--- src/rtl/prim_sequencer.sv ---
// prim_sequencer: program-driven initiator issuing mul/sqr/add primitives from a synchronous ROM
module prim_sequencer #(
  parameter int PC_W = 8,
  parameter int TO_W = 12
) (
  input  logic            clk,
  input  logic            rst,
  input  logic            start,
  output logic [PC_W-1:0] pc,
  input  logic [9:0]      instr,
  output logic [1:0]      prim_mode,
  output logic            prim_rst,
  input  logic            prim_done,
  output logic            busy,
  output logic            done,
  output logic            err
);
  typedef enum logic [2:0] {IDLE, FETCH, DECODE, LAUNCH, RUN, NEXT, FINISH} state_t;
  state_t state, state_n;
  logic [4:0] rep_cnt;
  logic [TO_W-1:0] to_cnt;
  logic ctrl, pc_last, timeout, ovf;
  assign ctrl = &instr[9:8];
  assign pc_last = &pc;
  assign timeout = state == RUN && !prim_done && to_cnt == {{(TO_W-1){1'b1}}, 1'b0};
  assign ovf = state == NEXT && rep_cnt == 5'd0 && pc_last;
  always_comb begin
    state_n = state;
    case (state)
      IDLE:    state_n = start ? FETCH : IDLE;
      FETCH:   state_n = DECODE;
      DECODE:  state_n = !ctrl ? LAUNCH : instr[7] ? FINISH : NEXT;
      LAUNCH:  state_n = RUN;
      RUN:     state_n = prim_done ? NEXT : timeout ? IDLE : RUN;
      NEXT:    state_n = rep_cnt != 5'd0 ? LAUNCH : pc_last ? IDLE : FETCH;
      FINISH:  state_n = IDLE;
      default: state_n = IDLE;
    endcase
  end
  always_ff @(posedge clk or negedge rst) begin
    if (!rst) begin
      state     <= IDLE;
      pc        <= '0;
      prim_mode <= 2'd0;
      prim_rst  <= 1'b1;
      busy      <= 1'b0;
      done      <= 1'b0;
      err       <= 1'b0;
      rep_cnt   <= 5'd0;
      to_cnt    <= '0;
    end else begin
      state    <= state_n;
      busy     <= state_n != IDLE;
      prim_rst <= state_n == IDLE || state_n == LAUNCH;
      done     <= state_n == FINISH;
      if (state == IDLE && start) begin
        pc  <= '0;
        err <= 1'b0;
      end
      if (state == DECODE) begin
        if (!ctrl) prim_mode <= instr[9:8];
        rep_cnt <= ctrl ? 5'd0 : instr[4:0];
      end
      if (state == LAUNCH) to_cnt <= '0;
      else if (state == RUN) to_cnt <= to_cnt + 1'b1;
      if (state == NEXT) begin
        if (rep_cnt != 5'd0) rep_cnt <= rep_cnt - 5'd1;
        else if (!pc_last) pc <= pc + 1'b1;
      end
      if (timeout || ovf) err <= 1'b1;
    end
  end
endmodule

--- config.mk ---
export PLATFORM = sky130hd
export DESIGN_NAME = prim_sequencer
export DESIGN_NICKNAME = d
export VERILOG_FILES = /design/src/rtl/prim_sequencer.sv
export SDC_FILE = /design/constraint.sdc
export NUM_CORES = 1
export LEC_CHECK = 0
export BUFFER_PORTS_ARGS = -buffer_cell sky130_fd_sc_hd__buf_2
export CAP_MARGIN = 15
export CORE_UTILIZATION = 50
export CTS_CLUSTER_DIAMETER = 150
export DETAILED_ROUTE_END_ITERATION = 16
export PLACE_DENSITY = 0.75
export SYNTH_ARGS = -nofsm -noshare
export SYNTH_HDL_FRONTEND = slang
export SYNTH_SLANG_ARGS = --single-unit
--- constraint.sdc ---
create_clock -name clk -period 1.8 [get_ports clk]
set_clock_uncertainty 0.2 [all_clocks]
set_input_delay 0.18 -clock clk [delete_from_list [all_inputs] [get_ports clk]]
set_output_delay 0.18 -clock clk [all_outputs]
set_load 0.1 [all_outputs]
## After elaboration in Yosys (flattened, before gate mapping)

Cells that the tools add are included.

| word-level totals | value |
|---|---|
| output and inout port bits | 14 |
| bits in registers | 34 |
| bits of input ports | 14 |

| cells by class | value |
|---|---|
| mux-type cells | 20 |
| reduce and logical (&&, ||, !) cells | 18 |
| bitwise gates (word level) | 1 |
| eq/ne operators | 8 |
| add/subtract/negate cells | 3 |

Operator list:

| kind | count |
|---|---|
| $mux W8 | 4 |
| $mux W12 | 2 |
| $mux W5 | 4 |
| $pmux W3 S6 | 1 |
| $add A12 B1 Y12 const B | 1 |
| $eq A12 B12 Y1 const B | 1 |
| $eq A3 B2 Y1 const B | 3 |
| $eq A3 B3 Y1 const B | 3 |
| $mux W3 | 3 |
| $add A8 B1 Y8 const B | 1 |
| $reduce_and A8 Y1 | 1 |
| $logic_not A3 Y1 | 2 |
| $logic_and A1 B1 Y1 | 5 |
| $logic_not A5 Y1 | 1 |
| $reduce_bool A5 Y1 | 1 |
| $sub A5 B1 Y5 const B | 1 |
| $mux W1 | 4 |
| $mux W2 | 2 |
| $reduce_and A2 Y1 | 2 |
| $reduce_bool A2 Y1 | 2 |
| $eq A3 B1 Y1 const B | 1 |
| $reduce_bool A3 Y1 | 1 |
| $logic_or A1 B1 Y1 | 2 |
| $logic_not A1 Y1 | 1 |
| $not A1 Y1 | 1 |

## Logic depth before layout (Yosys ltp)

| depth | value |
|---|---|
| word-level depth | 8 |
| gate-level depth with buffers | 7 |
| depth with buffers taken out | 7 |

## Least setup slack after synthesis

OpenSTA, ideal clock, no wires.

| timing | value |
|---|---|
| kind | reg-to-reg |
| start | reg pc[1] |
| end | reg busy |
| cell stages (with the launch flop) | 6 |
| setup time | 131 ps |
| buffers on the path | 0 |
| data required time | 1,469 ps |
| slack | -692 ps |
| data arrival time | 2,161 ps |
| clock period less this slack | 2,492 ps |
| path through | dfrtp_1 -> ha_1 -> and4_1 -> a31oi_1 -> a221o_1 -> or3_1 |

| between the ends | value |
|---|---|
| cells in the longest elaborated chain, start to end | 5 |

Ends and longest elaborated chain:

| item | RTL line | source |
|---|---|---|
| from (decl) | 9 | `output logic [PC_W-1:0] pc,` |
| from (signal assigned) | 68 | `else if (!pc_last) pc <= pc + 1'b1;` |
| $reduce_and A8 Y1 | 24 | `assign pc_last = &pc;` |
| $mux W1 | 35 | `NEXT: state_n = rep_cnt != 5'd0 ? LAUNCH : pc_last ? IDLE : FETCH;` |
| $mux W2 | 35 |  |
| $pmux W3 S6 | 29 | `case (state)` |
| net state_n[0] | 19 | `state_t state, state_n;` |
| $reduce_bool A3 Y1 | 53 | `busy <= state_n != IDLE;` |
| to (signal assigned) | 46 | `busy <= 1'b0;` |
| to (signal assigned) | 53 |  |
| to (decl) | 14 | `output logic busy,` |

The timed path passes the listed nets, and every way through them passes these cells.
A chain may end at the register's enable or synchronous reset.

## Worst setup path in the final report

| timing | value |
|---|---|
| start | reg rep_cnt[1] |
| end | reg pc[0] |

| between the ends | value |
|---|---|
| cells in the longest elaborated chain, start to end | 3 |

Ends and longest elaborated chain:

| item | RTL line | source |
|---|---|---|
| from (decl) | 20 | `logic [4:0] rep_cnt;` |
| from (signal assigned) | 62 | `rep_cnt <= ctrl ? 5'd0 : instr[4:0];` |
| from (signal assigned) | 67 | `if (rep_cnt != 5'd0) rep_cnt <= rep_cnt - 5'd1;` |
| $reduce_bool A5 Y1 | 67 |  |
| $mux W8 | 67 |  |
| $mux W8 | 66 | `if (state == NEXT) begin` |

No other way between the ends.

==> summary.md <==
| Metric | Value |
|---|---|
| Starting density of the core | 53.1% |
| First-pass GRT wire length | 7570 um |
| Via count | 1733 |
| Clock slew seen by the registers of the worst setup and hold paths | ~0.11 ns |
| Asr flop ratio synth | 100% |
| CP endpoint kind | flip-flop |
| Initial antenna violation count | 0 |
| Total chip power | 3.69 mW |
| Vias in the first global route | 1719 |
| RSZ-0062 raised after global routing | yes |
| CP max stage cell | dfrtp_1 |
| Switching share of power | between 40% and 50% |
| Leak pwr | 1.25 nW |
| Final net count | 296 |
| DP HPWL | 3140 um |
| Number of synthesized flops with an enable pin | 0 |
| Max VDD drop | 0.00150 V |
| Final RePlAce weighted congestion | 0.830 |
| Final Max Tran Viols | 0 |
| Drt first pass iters | 4 |
| Critical path buffer and inverter count | 3 |
| Layout cells sized above 1 | 44.2% |
| Sequential element share of the synthesized area | 47.0% |
| Mapped Area | 1810 um^2 |
| Top cells by area, synth | dfrtp_1, nor2_1, a21oi_1 |
| DRT iter0 DRCs | about 110 |
| Synthesis Warnings | 0 |
| Die H | 62.2 um |
| Footprint of the multi-input gates | about 1100 um^2 |
| Synth top area share | a little under half |
| DRC | 0 |
| Routed len/inst | around 14 um |
| Avg Synthesized Cell Area | 9.50 um^2 |
| Logic pwr share | 58.2% |
| Peak fanout along the critical path | 5 |
| Yosys top cell by area | dfrtp_1 |
| CTS tree | done |
| Clock root buffer | clkbuf_4 |
| Die Footprint | 3870 um^2 |
| Net switching power | 1.65 mW |
| Top Ports | 28 |
| Port Buffer Count | 25 |
| CTS sink count | 34 |
| Critical path depth | 8 |
| TritonCTS Buffers | 5 |
| Worst hold path type | in2async |
| Area Growth Syn to Fin | 47.5% |
| Critical path class | reg2reg |
| Maxcap violations | 0 |
| Commonest non-fill, non-tap cell in the layout | buf_4 |
| Clk network pwr share | roughly an eighth |
| Row count | 21 |
| Largest net degree at the start of global routing | 15 |
| Crit path max-delay family | flip-flops |
| Clk buf depth | 2 |
| Cell count after synthesis | 191 |
| N_diodes | 0 |
| Critical path data arrival time | roughly 2.1 ns |
| Top FF cell, synth | dfrtp_1 |
| Unique masters post-synth | 46 |
| All-Layer GR Usage | 24.8% |
| Internal power | slightly above 2 mW |
| Fmax | 0.479 GHz |
| Routed Antenna Nets | 0 |
| CP Launch Type | flip-flop |
| Setup_tns | -3.48 ns |
| CP Cell Sequence | inv_2 > ha_4 > nor4b_4 > buf_4 > buf_12 > nand4b_4 > o21a_4 > mux2_4 |
| Reg2Reg Capture Point | pc[0]$_DFF_PN0_ |
| Synthesized flop and latch total | 34 |
| Fin. Hold Viols | 0 |
| Drt total wl | about 4600 um |
| Final Critical Period | roughly 2.1 ns |
| Slew HR | 67.7% |
| Via density | 5.35 |
| Worst reg-to-reg setup slack | -0.29 ns |
| # H-tree levels | 2 |
| Die width | 62.2 um |
| Clock latency on the worst-skew pair | 0.34 ns |
| Power per Cell Area | 1380 nW/um^2 |
| CP max stage delay | 0.40 ns |
| Layout filler cell count | 225 |
| Reg2Reg Depth | 8 |
| Post-Syn Nets | 210 |
| Req. time, crit path | 1.84 ns |
| GRT overflow | 0 |
| Flop pwr share | 30.0% |
| Register Area | 870 um^2 |
| Final WS setup | -0.289 ns |
| Most frequent cells in the layout | buf_4, nor2_1, buf_2 |
| Fin crit share | 116% |
| Final Setup Violations | 19 |
| Core Footprint | 3420 um^2 |
| R2r startpoint | rep_cnt[1]$_DFF_PN0_ |
| Failing checks | setup timing |
| Outcome | complete, but fails checks |
| Worst Max-Slew Pin Slew | 0.488 ns |
-- through the flow --
step	hold slack (ns)	util [%]	cell area (um^2)	cells	worst slack, ns
2_1_floorplan	-0.316	-	1840	191	-0.199
3_3_place_gp	-0.105	68.2	2330	300	-0.168
3_5_place_dp	-0.111	68.2	2330	300	-0.217
4_1_cts	0.0218	74.9	2560	318	-0.231
5_1_grt	0.0636	78.4	2680	324	-0.340
6_report	0.0528	78.4	2680	324	-0.289
-- power groups by stage --
stage	Clock [mW]	Sequential (mW)	Combinational, mW
after floorplan	0	1.60	0.684
after global placement	0	1.10	1.76
after detailed placement	0	1.10	1.79
after CTS	0.448	1.09	1.92
after global routing	0.484	1.13	2.30
final	0.436	1.11	2.15
-- worst reg2reg max path: stages, from the launching register on --
cell and delay, ns:
dfrtp_1 0.40, inv_2 0.08, ha_4 0.12, nor4b_4 0.21
buf_4 0.19, buf_12 0.11, nand4b_4 0.15, o21a_4 0.29
mux2_4 0.25
-- flip-flops by register name, summed over array words and instances, names as in the netlist --
signal     count
pc             8
rep_cnt        5
done           1
err            1
to_cnt        12
state          3
prim_rst       1
busy           1
prim_mode      2
-- synth_stat cells, drive strengths merged, types with 2 or more instances --
master  count
nor3        7
dfrtp      33
and2        2
ha          5
and3        5
xor2        2
nor2       28
nand2      15
nand2b      4
nand3       7
or3         4
a31oi       2
inv         8
xnor2       7
buf         3
o21a        4
and4b       2
a21oi      14
and4        2
o21ai      15
o31ai       2
o211ai      2
-- final cells by class --
| cell class | count | area share [%] |
|---|---|---|
| sequential | 34 | 32.5 |
| multi-input combinational | 146 | 39.4 |
| clock buffer | 8 | 2.20 |
| tap | 46 | 2.15 |
| timing repair buffer | 82 | 22.6 |
| inverter | 8 | 1.12 |
-- how the worst max path moves through the flow --
stage | startpoint | end | slack (ns)
6_report | rep_cnt[1]$_DFF_PN0_ | pc[0]$_DFF_PN0_ | -0.29
3_3_place_gp | rep_cnt[1]$_DFF_PN0_ | busy$_DFF_PN0_ | -0.17
3_5_place_dp | rep_cnt[1]$_DFF_PN0_ | busy$_DFF_PN0_ | -0.22
2_1_floorplan | pc[1]$_DFF_PN0_ | busy$_DFF_PN0_ | -0.20
4_1_cts | rep_cnt[0]$_DFF_PN0_ | busy$_DFF_PN0_ | -0.23
5_1_grt | rep_cnt[1]$_DFF_PN0_ | busy$_DFF_PN0_ | -0.34
-- metal layers --
metal	wire, um	GRT usage, %	up-vias
met2	2240	42.4	46
li1	-	-	864
met4	63	7.27	0
met5	0	0	-
met3	214	6.07	8
met1	2040	31.0	815
-- cell families after synthesis --
kind of cell	count (synthesis)	synth area share [%]
adders and majority gates	5	3.45
buffers and inverters	11	2.41
and+or+nand+nor	83	25.6
DFF	34	47.0
muxes	2	1.17
AOI/OAI and AO/OA	47	16.1
xor gates and xnor gates	9	4.35
-- what timing repair did --
| item | 4_1_cts | 5_1_grt |
|---|---|---|
| pin swaps | 14 | 7 |
| gates resized for setup | 18 | 17 |
| gates cloned | 0 | 0 |
| setup endpoints to repair | 14 | 23 |
| buffers inserted | 5 | 6 |
| hold buffers | 5 | 0 |
| endpoints found under the hold margin | 37 | 0 |
Power figures use the tool's default switching activity.
